===== config.mk =====
export PLATFORM = sky130hd
export DESIGN_NAME = main_lane_forkjoin
export DESIGN_NICKNAME = d
export VERILOG_FILES = /design/src/rtl/main_lane_forkjoin.sv
export SDC_FILE = /design/constraint.sdc
export NUM_CORES = 1
export LEC_CHECK = 0
export CAP_MARGIN = 20
export CORE_MARGIN = 10
export CORE_UTILIZATION = 41
export DETAILED_ROUTE_END_ITERATION = 8
export PLACE_DENSITY = 0.69
export SLEW_MARGIN = 20
export SYNTH_ARGS = -nofsm -noshare
export SYNTH_HDL_FRONTEND = slang
export SYNTH_SLANG_ARGS = --single-unit
export TNS_END_PERCENT = 5

===== constraint.sdc =====
create_clock -name clk -period 7.4 [get_ports clk]
set_input_delay 2.22 -clock clk [delete_from_list [all_inputs] [get_ports clk]]
set_output_delay 2.22 -clock clk [all_outputs]
set_load 0.03 [all_outputs]

===== src/rtl/main_lane_forkjoin.sv =====
// Fork/join buffer between the host vector streams and NLANES kernel lanes.
// Each lane owns an input FIFO (fork side) and a result FIFO (join side), so
// lanes can stall and skew independently; a host vector is taken only when
// every input FIFO has room, and an output vector is presented only when
// every result FIFO holds a word.

// Show-ahead FIFO with registered storage and an explicit occupancy counter.
module main_lane_forkjoin_fifo #(
    parameter int W     = 32,
    parameter int DEPTH = 4
) (
    input  logic         clk,
    input  logic         rst,
    input  logic         push,
    input  logic [W-1:0] wdata,
    input  logic         pop,
    output logic [W-1:0] rdata,
    output logic         full,
    output logic         empty
);
    localparam int AW = $clog2(DEPTH);

    logic [W-1:0]  mem [DEPTH];
    logic [AW-1:0] wptr;
    logic [AW-1:0] rptr;
    logic [AW:0]   count;
    logic          push_ok;
    logic          pop_ok;

    // Guards make an illegal push/pop a no-op rather than corrupting state.
    assign push_ok = push & ~full;
    assign pop_ok  = pop & ~empty;

    assign full  = (count == (AW+1)'(DEPTH));
    assign empty = (count == '0);
    assign rdata = mem[rptr];

    // Pointer and occupancy update; DEPTH is a power of two so the
    // pointers wrap from DEPTH-1 to 0 by natural overflow.
    always_ff @(posedge clk) begin
        if (rst) begin
            wptr  <= '0;
            rptr  <= '0;
            count <= '0;
        end else begin
            if (push_ok) wptr <= wptr + AW'(1);
            if (pop_ok)  rptr <= rptr + AW'(1);
            case ({push_ok, pop_ok})
                2'b10:   count <= count + (AW+1)'(1);
                2'b01:   count <= count - (AW+1)'(1);
                default: count <= count;
            endcase
        end
    end

    // Storage has no reset; validity is carried by the occupancy counter only.
    always_ff @(posedge clk) begin
        if (push_ok) mem[wptr] <= wdata;
    end
endmodule

// One lane: operand FIFO towards the kernel, result FIFO back from it.
module main_lane_forkjoin_lane #(
    parameter int LANEW = 32,
    parameter int DEPTH = 4
) (
    input  logic             clk,
    input  logic             rst,
    input  logic             in_push,
    input  logic [LANEW-1:0] vin0,
    input  logic [LANEW-1:0] vin1,
    output logic             in_full,
    output logic             k_ivalid,
    input  logic             k_iready,
    output logic [LANEW-1:0] k_vin0,
    output logic [LANEW-1:0] k_vin1,
    input  logic [LANEW-1:0] k_vout,
    input  logic             k_ovalid,
    output logic             k_oready,
    input  logic             out_pop,
    output logic             out_empty,
    output logic [LANEW-1:0] vout
);
    logic                 in_empty;
    logic                 out_full;
    logic [2*LANEW-1:0]   in_head;

    assign k_ivalid = ~in_empty;
    assign k_oready = ~out_full;
    assign k_vin0   = in_head[LANEW-1:0];
    assign k_vin1   = in_head[2*LANEW-1:LANEW];

    main_lane_forkjoin_fifo #(.W(2*LANEW), .DEPTH(DEPTH)) u_in_fifo (
        .clk   (clk),
        .rst   (rst),
        .push  (in_push),
        .wdata ({vin1, vin0}),
        .pop   (k_ivalid & k_iready),
        .rdata (in_head),
        .full  (in_full),
        .empty (in_empty)
    );

    // k_oready is the plain not-full flag, so a full result FIFO refuses a
    // push even in a cycle where the join side pops it.
    main_lane_forkjoin_fifo #(.W(LANEW), .DEPTH(DEPTH)) u_out_fifo (
        .clk   (clk),
        .rst   (rst),
        .push  (k_ovalid & k_oready),
        .wdata (k_vout),
        .pop   (out_pop),
        .rdata (vout),
        .full  (out_full),
        .empty (out_empty)
    );
endmodule

module main_lane_forkjoin #(
    parameter int NLANES = 2,
    parameter int LANEW  = 32,
    parameter int DEPTH  = 4
) (
    input  logic                    clk,
    input  logic                    rst,
    input  logic                    ivalid,
    output logic                    iready,
    input  logic [NLANES*LANEW-1:0] vin0,
    input  logic [NLANES*LANEW-1:0] vin1,
    output logic [NLANES*LANEW-1:0] vout,
    output logic                    ovalid,
    input  logic                    oready,
    output logic [NLANES-1:0]       k_ivalid,
    input  logic [NLANES-1:0]       k_iready,
    output logic [NLANES*LANEW-1:0] k_vin0,
    output logic [NLANES*LANEW-1:0] k_vin1,
    input  logic [NLANES*LANEW-1:0] k_vout,
    input  logic [NLANES-1:0]       k_ovalid,
    output logic [NLANES-1:0]       k_oready,
    output logic [31:0]             vec_count
);
    logic [NLANES-1:0] in_full;
    logic [NLANES-1:0] out_empty;
    logic              in_push;
    logic              out_pop;

    // Readiness/validity come from FIFO flags only, never from ivalid/oready,
    // so there is no combinational path host-in to host-out.
    assign iready  = &(~in_full);
    assign ovalid  = &(~out_empty);
    assign in_push = ivalid & iready;
    assign out_pop = ovalid & oready;

    for (genvar i = 0; i < NLANES; i++) begin : g_lane
        main_lane_forkjoin_lane #(.LANEW(LANEW), .DEPTH(DEPTH)) u_lane (
            .clk       (clk),
            .rst       (rst),
            .in_push   (in_push),
            .vin0      (vin0[i*LANEW +: LANEW]),
            .vin1      (vin1[i*LANEW +: LANEW]),
            .in_full   (in_full[i]),
            .k_ivalid  (k_ivalid[i]),
            .k_iready  (k_iready[i]),
            .k_vin0    (k_vin0[i*LANEW +: LANEW]),
            .k_vin1    (k_vin1[i*LANEW +: LANEW]),
            .k_vout    (k_vout[i*LANEW +: LANEW]),
            .k_ovalid  (k_ovalid[i]),
            .k_oready  (k_oready[i]),
            .out_pop   (out_pop),
            .out_empty (out_empty[i]),
            .vout      (vout[i*LANEW +: LANEW])
        );
    end

    // Count emitted output vectors, wrapping modulo 2^32.
    always_ff @(posedge clk) begin
        if (rst)          vec_count <= '0;
        else if (out_pop) vec_count <= vec_count + 32'd1;
    end
endmodule


==> run summary, run 1 <==
### STA
* setup repair after global routing missed its margin: no
* Setup Viol. Count Final: 0
* worst setup skew after layout: 0.0349 ns
* Max Clock Freq: 191 MHz
* Final min period: 5.24 ns
* Post-Route Setup TNS: 0 ns
* Max Slew Vio Count: 0
* final-report hold violation count: 0
* PnR worst setup slack: 2.16 ns
* actual transition at the worst max-transition pin: 0.996 ns
* max-slew headroom at the worst pin: 0.336
* period utilisation layout: 0.709

### Clock tree
* cell at the root of the clock tree: sky130_fd_sc_hd__clkbuf_16
* postcts setup bufs: 0
* number of hold buffers added after cts: 0
* clock transition at the registers of the reported paths: 0.06 ns
* later-pin clock latency in the skew report: 0.63 ns
* total clock sinks: 836
* TritonCTS clock tree: done
* number of buffers created by CTS: 87
* post-cts gate resize count: 0
* worst-case clock buffer depth: 3
* maximum level of the CTS H-tree: 3

### Place
* setup slack after placement: 2.42 ns
* final weighted congestion in routability-driven placement: 0.738
* Post-DP HPWL: 44300 um
* count of port buffers added during placement: 429

### Floorplan
* vertical die dimension: 295 um
* area of the die: 0.0872 mm^2
* starting density of the core: 0.415
* count of boundary I/O pins: 430
* width of the die: 295 um
* placeable core region: 0.0748 mm^2
* row count: 100

### Flow run
* MaxCap Viol Count: 0

### Yosys
* share of the yosys chip area belonging to registers: 0.786
* count of flip-flops with a built-in enable after synthesis: 768
* Post-Syn Nets: 1619
* fraction of post-synthesis cell area in the top cell type by area: 0.742
* most common cell in the synthesized netlist: sky130_fd_sc_hd__edfxtp_1
* Yosys top cell by area: sky130_fd_sc_hd__edfxtp_1
* Main synth FF type: sky130_fd_sc_hd__edfxtp_1
* mean instance size in the synthesized netlist: 22.3 um^2
* async set-reset flop share out of synthesis: 0
* Cells after Synth: 1394
* most numerous cell types in the synthesized netlist: sky130_fd_sc_hd__edfxtp_1 (768), sky130_fd_sc_hd__mux4_2 (192), sky130_fd_sc_hd__dfxtp_1 (68)
* count of cell types in the netlist: 42
* ranking of synthesized cells by area: sky130_fd_sc_hd__edfxtp_1 (74%), sky130_fd_sc_hd__mux4_2 (14%), sky130_fd_sc_hd__dfxtp_1 (4.4%), sky130_fd_sc_hd__ha_1 (0.85%), sky130_fd_sc_hd__a21oi_1 (0.53%)
* cell area after technology mapping: 0.0311 mm^2
* Yosys warnings: 0
* number of flip-flops and latches in the synthesized netlist: 836

### Global route
* overflow left after global routing: 0
* first-pass GRT wire length: 102000 um
* antenna violations before repair: 14
* maximum number of pins on one net before global-route repair: 69
* GRT Util Overall: 0.155
* number of global-route vias before repair: 16100

### Setup path
* flop2flop setup slack: 4.58 ns
* CP Max Fanout: 26
* required time of the worst setup path: 5.18 ns
* end of the worst register-to-register path: g_lane[1].u_lane.u_out_fifo.count[2]
* depth of the most critical reg-to-reg path: 8
* critical path capture point type: output port
* Data arrival, critical path: 3.02 ns
* startpoint of the most critical register-to-register path: g_lane[1].u_lane.u_out_fifo.count[0]
* critical path launch point type: flop
* Setup Crit Path Kind: flop to output port

### Final layout
* NumNets Final: 2102
* area added between synthesis and finish: 26.6%
* fraction of layout cells with a size suffix above 1: 0.190

### Routing
* Remaining DRCs: 0
* final wirelength: 68700 um
* Pre-antenna DRT Iters: 5
* Vias per Instance: 5.20
* remaining number of nets flagged by the antenna check after routing: 0
* Avg WL per Cell: 23.5 um
* count of routing violations after the opening detailed-route iteration: 845
* via count of the routed design: 15200

### Worst hold path
* hold path cells: 2
* class of the worst hold path: flop to flop
* startpoint of the lowest-slack hold path: g_lane[1].u_lane.u_out_fifo.count[2]
* endpoint of the worst hold path: g_lane[1].u_lane.u_out_fifo.count[2]

### Run status
* run status: complete, no violations

### Power
* power dissipated by switching net loads: 4270 uW
* sequential share of power: 0.424
* Worst IR Drop VDD: 0.243 mV
* Cell Int Power: 9990 uW
* net switching fraction of the power: 0.300
* clock share of power: 0.297
* P per Cell Area: 363 mW/mm^2
* LEAKAGE: 0.0125 uW
* power share of the combinational group: 0.279

==> power groups by stage <==
stage / clock (uW) / combinational, uW / sequential [uW]
final: 4240 / 3970 / 6050
after global routing: 4560 / 4210 / 6120
after CTS: 4370 / 4020 / 6100
after detailed placement: 0 / 4000 / 6190
after global placement: 0 / 3980 / 6160
after floorplan: 0 / 2540 / 6040
==> worst max-delay path by stage <==
stage	start	to	slack [ns]	depth (start not counted)
2_1_floorplan	ivalid	g_lane[0].u_lane.u_in_fifo.mem[0][0]	2.53	4
3_3_place_gp	ivalid	g_lane[0].u_lane.u_in_fifo.mem[0][56]	2.42	6
3_5_place_dp	ivalid	g_lane[0].u_lane.u_in_fifo.mem[0][47]	2.42	6
4_1_cts	flop	k_vin0[37]	1.76	3
5_1_grt	flop	k_vin0[4]	1.96	3
6_report	flop	k_vin1[5]	2.16	3
==> routing by layer <==
layer	GRT usage	wire, um	vias up
li1	-	-	6764
met2	0.256	34500	417
met5	0	115	-
met1	0.186	26200	7886
met3	0.0594	6170	117
met4	0.0493	1780	18
==> layout by cell type (no fill, tap or decap), drive strengths merged, types with 3 or more instances in the layout <==
| cell type | instances |
|---|---|
| a21oi | 33 |
| and2 | 12 |
| and3 | 12 |
| and4 | 4 |
| buf | 29 |
| bufinv | 6 |
| clkbuf | 109 |
| clkdlybuf4s50 | 428 |
| clkinv | 36 |
| clkinvlp | 6 |
| dfxtp | 68 |
| diode | 4 |
| edfxtp | 768 |
| fa | 4 |
| ha | 21 |
| inv | 33 |
| mux2 | 4 |
| mux2i | 3 |
| mux4 | 192 |
| nand2 | 18 |
| nand3 | 5 |
| nand4 | 16 |
| nor2 | 38 |
| nor2b | 4 |
| nor4 | 3 |
| o21ai | 8 |
| o31a | 3 |
| o31ai | 19 |
| or3 | 14 |
| or4 | 22 |
| xnor2 | 10 |
| xor2 | 13 |
==> sequential cells by signal (all words and copies together), names as in the netlist, named ones only <==
register                        flops
g_lane.u_lane.u_out_fifo.wptr       4
g_lane.u_lane.u_in_fifo.rptr        4
vec_count                          32
g_lane.u_lane.u_out_fifo.count      6
g_lane.u_lane.u_in_fifo.wptr        4
g_lane.u_lane.u_out_fifo.rptr       4
g_lane.u_lane.u_out_fifo.mem      256
g_lane.u_lane.u_in_fifo.count       6
g_lane.u_lane.u_in_fifo.mem       512
==> logic make-up after synthesis <==
group           synth area share
flops                      0.786
mux                        0.142
simple gates              0.0280
buf+inv                   0.0138
compound gates            0.0131
fa+ha+maj                 0.0110
xor+xnor                 0.00648
==> critical path: stages (launching register included) <==
cell and delay [ns]:
sky130_fd_sc_hd__dfxtp_4 0.68, sky130_fd_sc_hd__buf_4 0.47, sky130_fd_sc_hd__mux4_2 0.55, sky130_fd_sc_hd__clkdlybuf4s50_1 0.67
==> layout make-up <==
cell class / count / area, um^2
sequential: 836 / 24400
clock inverter: 51 / 507
clock buffer: 109 / 2310
tap: 969 / 1210
timing repair buffer: 457 / 4510
inverter: 30 / 113
multi-input combinational: 465 / 6230
antenna: 4 / 10.0
fill: 5762 / 35500
==> through the flow <==
step / instance area (um^2) / hold slack (ns) / cells / util / total power, uW
floorplan: 31100 / 0.458 / 1394 / - / 8590
global placement: 36500 / 0.462 / 2756 / 0.488 / 10100
detailed placement: 36500 / 0.486 / 2756 / 0.488 / 10200
CTS: 39300 / 0.492 / 2916 / 0.525 / 14500
global route: 39300 / 0.520 / 2919 / 0.526 / 14900
finish: 39300 / 0.490 / 2921 / 0.526 / 14300
No activity file was read; power rests on OpenSTA's default activity.
==> run 2: changes to the inputs <==
Settings changed: PLACE_DENSITY 0.69 to 0.71.
Clock period 7.4 ns to 4.35 ns, I/O delays scaled along.
==> run 2 against run 1 <==
  * First-iteration DRC count increased by 3.9%
  * Combinational power increased by 76%
  * Sequential cell count unchanged
  * Critical path depth unchanged
  * Total power increased by 72%
==> run summary, run 2 (synthesis results as in run 1) <==
### Global route
* busiest metal layer after global routing: met2
* overflow left after global routing: 0
* met2 Track Usage GR: 0.262
* antenna violations before repair: 13
* number of global-route vias before repair: 16400
* maximum number of pins on one net before global-route repair: 65
* GRT Util Overall: 0.158
* first-pass GRT wire length: 103000 um
* met3 usage: 0.0608
* met1 capacity usage during global routing: 0.184

### Routing
* Avg WL per Cell: 23.8 um
* via count of the routed design: 15300
* remaining number of nets flagged by the antenna check after routing: 0
* final wirelength: 69900 um
* count of routing violations after the opening detailed-route iteration: 878
* Remaining DRCs: 0
* Vias per Instance: 5.23
* Pre-antenna DRT Iters: 4

### Worst hold path
* startpoint of the lowest-slack hold path: g_lane[0].u_lane.u_out_fifo.wptr[1]
* class of the worst hold path: flop to flop

### STA
* period utilisation layout: 0.951
* Setup Viol. Count Final: 0
* Max Slew Vio Count: 0
* final-report hold violation count: 0
* setup repair after global routing missed its margin: no
* worst setup skew after layout: 0.0258 ns
* PnR worst setup slack: 0.214 ns
* Max Clock Freq: 242 MHz
* max-slew headroom at the worst pin: 0.390
* actual transition at the worst max-transition pin: 0.915 ns
* Post-Route Setup TNS: 0 ns
* Final min period: 4.14 ns

### Place
* Post-DP HPWL: 45700 um
* placed inst area: 0.0368 mm^2
* final weighted congestion in routability-driven placement: 0.738
* count of port buffers added during placement: 429
* setup slack after placement: 0.747 ns
* placed instance count: 2763

### Clock tree
* total clock sinks: 836
* clock transition at the registers of the reported paths: 0.06 ns
* worst-case clock buffer depth: 3
* post-cts gate resize count: 0
* number of buffers created by CTS: 88
* later-pin clock latency in the skew report: 0.64 ns
* number of hold buffers added after cts: 0
* maximum level of the CTS H-tree: 3
* TritonCTS clock tree: done
* postcts setup bufs: 0
* cell at the root of the clock tree: sky130_fd_sc_hd__clkbuf_16

### Floorplan
* width of the die: 295 um
* vertical die dimension: 295 um
* placeable core region: 0.0748 mm^2
* starting density of the core: 0.415
* row count: 100
* area of the die: 0.0872 mm^2
* count of boundary I/O pins: 430

### Final layout
* commonest non-fill, non-tap cells in the layout: sky130_fd_sc_hd__edfxtp_1 (768), sky130_fd_sc_hd__clkdlybuf4s50_1 (428), sky130_fd_sc_hd__mux4_2 (192)
* NumNets Final: 2109
* largest registers ranked by flip-flop count: g_lane.u_lane.u_in_fifo.mem: 512 flops, g_lane.u_lane.u_out_fifo.mem: 256 flops, vec_count: 32 flops
* Core Util, Final: 0.530
* area added between synthesis and finish: 27.7%
* fraction of layout cells with a size suffix above 1: 0.199
* commonest non-fill, non-tap cell in the layout: sky130_fd_sc_hd__edfxtp_1
* non-filler instance count after layout: 2931
* largest reg by FF count: g_lane.u_lane.u_in_fifo.mem
* flip-flop count of the largest register, all copies and words added: 512
* total non-filler cell area in the finished layout: 0.0397 mm^2

### Power
* LEAKAGE: 0.0126 uW
* P per Cell Area: 618 mW/mm^2
* Worst IR Drop VDD: 0.475 mV

### Flow run
* MaxCap Viol Count: 0

### Setup path
* crit-path cells: buf_4 -> mux4_2 -> clkdlybuf4s50_1
* Data arrival, critical path: 2.83 ns
* Setup Crit Path Kind: flop to output port
* Slowest Stage Delay on Critical Path: 0.72 ns
* required time of the worst setup path: 3.04 ns
* critical path capture point type: output port
* CP Max Fanout: 26
* Slowest-stage cell, CP: sky130_fd_sc_hd__dfxtp_4
* critical path launch point type: flop
* startpoint of the most critical register-to-register path: g_lane[1].u_lane.u_out_fifo.count[0]

### Run status
* run status: complete, no violations

## run 2: cell type report
cell class | count | area (um^2)
timing repair buffer | 463 | 4810
antenna | 4 | 10.0
clock buffer | 98 | 2270
inverter | 30 | 113
clock inverter | 66 | 596
fill | 5795 | 35100
sequential | 836 | 24400
multi-input combinational | 465 | 6230
tap | 969 | 1210
## run 2: through the flow
stage / hold WS [ns] / power [uW]
CTS: 0.508 / 24900
finish: 0.509 / 24500
floorplan: 0.458 / 14600
detailed placement: 0.499 / 17500
global placement: 0.477 / 17400
global route: 0.526 / 25600
## run 2: power breakdown
| part | total [uW] | internal, uW | switching (uW) |
|---|---|---|---|
| combinational | 6980 | 3070 | 3910 |
| clock | 7290 | 4170 | 3120 |
| sequential | 10200 | 9900 | 351 |
| total | 24500 | 17100 | 7380 |
## run 2: worst paths after layout
check | endpoint | slack (ns) | cells after the start
worst max-delay path | k_vin0[42] | 0.21 | 3
worst min-delay path | g_lane[0].u_lane.u_out_fifo.wptr[1] | 0.51 | 2
worst max register to register | g_lane[1].u_lane.u_out_fifo.count[2] | 1.49 | 8
worst min register to register | g_lane[0].u_lane.u_out_fifo.wptr[1] | 0.51 | 2
## run 2: metal layers
layer,share of wire,up-vias
li1,-,6798
met1,0.37,7932
met2,0.51,434
met3,0.089,132
met4,0.029,22
met5,0.0022,-
## run 2: worst max-delay path: cells and delay by family (launching register included)
kind | cells | cell delay [ns]
buf+inv | 2 | 0.94
flops | 1 | 0.72
mux | 1 | 0.51
==> run 3: changes to the inputs <==
Settings changed: CORE_ASPECT_RATIO set to 0.9, PLACE_DENSITY 0.71 to 0.74.
==> run 3 against run 2 <==
  * Setup slack improved by 0.029 ns
  * Total power down 0.53%
  * Fmax up 0.70%
  * Sequential share of layout area rose by 0.068 points
  * Count of clock-buffer cells in the layout increased by 10
  * Worst hold slack got worse by 0.011 ns
  * Combinational power is essentially flat
  * Critical path type unchanged
  * Largest power group unchanged
==> run summary, run 3 (synthesis results as in run 1) <==
### STA
* Setup Viol. Count Final: 0
* actual transition at the worst max-transition pin: 0.939 ns
* Max Slew Vio Count: 0
* Final min period: 4.11 ns
* setup repair after global routing missed its margin: no
* final-report hold violation count: 0
* worst setup skew after layout: 0.0559 ns
* Worst Hold Slack: 0.498 ns
* Max Clock Freq: 243 MHz
* period utilisation layout: 0.944
* max-slew headroom at the worst pin: 0.374
* Post-Route Setup TNS: 0 ns

### Setup path
* depth of the most critical reg-to-reg path: 8
* end of the worst register-to-register path: g_lane[1].u_lane.u_out_fifo.count[2]
* Setup Crit Path Kind: flop to output port
* CP Max Fanout: 28
* critical path capture point type: output port
* flop2flop setup slack: 1.44 ns
* critical path launch point type: flop
* startpoint of the most critical register-to-register path: g_lane[1].u_lane.u_out_fifo.count[0]
* required time of the worst setup path: 3.04 ns
* Setup crit end: k_vin0[63]
* Data arrival, critical path: 2.80 ns

### Clock tree
* number of hold buffers added after cts: 0
* later-pin clock latency in the skew report: 0.65 ns
* TritonCTS clock tree: done
* cell at the root of the clock tree: sky130_fd_sc_hd__clkbuf_16
* total clock sinks: 836
* worst-case clock buffer depth: 3
* maximum level of the CTS H-tree: 3
* postcts setup bufs: 0
* clock transition at the registers of the reported paths: 0.06 ns
* number of buffers created by CTS: 86
* post-cts gate resize count: 0

### Final layout
* area added between synthesis and finish: 27.6%
* largest reg by FF count: g_lane.u_lane.u_in_fifo.mem
* commonest non-fill, non-tap cells in the layout: sky130_fd_sc_hd__edfxtp_1 (768), sky130_fd_sc_hd__clkdlybuf4s50_1 (428), sky130_fd_sc_hd__mux4_2 (192)
* flip-flop count of the largest register, all copies and words added: 512
* commonest non-fill, non-tap cell in the layout: sky130_fd_sc_hd__edfxtp_1
* largest registers ranked by flip-flop count: g_lane.u_lane.u_in_fifo.mem: 512 flops, g_lane.u_lane.u_out_fifo.mem: 256 flops, vec_count: 32 flops
* NumNets Final: 2116
* fraction of layout cells with a size suffix above 1: 0.195

### Floorplan
* row count: 95
* vertical die dimension: 281 um
* width of the die: 310 um
* starting density of the core: 0.415
* area of the die: 0.0872 mm^2
* count of boundary I/O pins: 430
* placeable core region: 0.0749 mm^2

### Flow run
* MaxCap Viol Count: 0

### Global route
* overflow left after global routing: 0
* number of global-route vias before repair: 16500
* maximum number of pins on one net before global-route repair: 65
* GRT Util Overall: 0.158
* first-pass GRT wire length: 104000 um
* antenna violations before repair: 13

### Routing
* final wirelength: 69500 um
* Pre-antenna DRT Iters: 5
* Avg WL per Cell: 23.7 um
* via count of the routed design: 15500
* remaining number of nets flagged by the antenna check after routing: 0
* count of routing violations after the opening detailed-route iteration: 1070
* Remaining DRCs: 0
* Vias per Instance: 5.28

### Place
* count of port buffers added during placement: 429
* Post-DP HPWL: 45700 um
* final weighted congestion in routability-driven placement: 0.766

### Run status
* run status: complete, no violations

### Power
* Power, Total: 24400 uW
* P per Cell Area: 615 mW/mm^2
* Worst IR Drop VDD: 0.363 mV
* LEAKAGE: 0.0126 uW

### Worst hold path
* class of the worst hold path: flop to flop
* startpoint of the lowest-slack hold path: g_lane[1].u_lane.u_out_fifo.wptr[1]

run 3: through the flow:
step                cells  cell area (um^2)  setup WS, ns   util
floorplan            1394             31100         0.398      -
global route         2931             39600        0.0455  0.529
global placement     2773             36800         0.675  0.492
finish               2938             39600         0.243  0.529
detailed placement   2773             36800         0.720  0.492
CTS                  2930             39600         0.132  0.529
run 3: layout make-up:
| cell class | instances | area, um^2 |
|---|---|---|
| Multi-Input combinational cell | 465 | 6230 |
| Tap cell | 970 | 1210 |
| Inverter | 30 | 113 |
| Sequential cell | 836 | 24400 |
| Clock inverter | 49 | 518 |
| Fill cell | 5721 | 35200 |
| Timing Repair Buffer | 472 | 4850 |
| Antenna cell | 8 | 20.0 |
| Clock buffer | 108 | 2260 |
run 3: report_power, final:
| part | leakage (uW) | internal, uW | switching, uW | total (uW) |
|---|---|---|---|---|
| logic | 0.00364 | 3080 | 3900 | 6980 |
| clock network | 0.00134 | 4040 | 3090 | 7120 |
| registers | 0.00760 | 9900 | 389 | 10300 |
run 3: worst min path at each step:
stage / end / slack, ns / depth (start not counted)
after floorplan: g_lane[1].u_lane.u_out_fifo.count[2] / 0.46 / 2
after global placement: vec_count[31] / 0.47 / 2
after detailed placement: g_lane[0].u_lane.u_out_fifo.wptr[1] / 0.49 / 2
after CTS: g_lane[0].u_lane.u_out_fifo.wptr[1] / 0.50 / 2
after global routing: g_lane[0].u_lane.u_out_fifo.wptr[1] / 0.53 / 2
final: g_lane[1].u_lane.u_out_fifo.wptr[1] / 0.50 / 2
run 3: worst max-delay path, stage by stage, from the launching register on:
cell and delay (ns):
sky130_fd_sc_hd__dfxtp_4 0.64, sky130_fd_sc_hd__buf_12 0.30, sky130_fd_sc_hd__mux4_2 0.57, sky130_fd_sc_hd__clkdlybuf4s50_1 0.63
run 3: metal layers:
layer	vias up	GRT usage	routed length, um
li1	6814	-	-
met1	8028	0.193	26200
met2	523	0.260	35000
met3	133	0.0546	6380
met4	14	0.0492	1850
met5	-	0	99
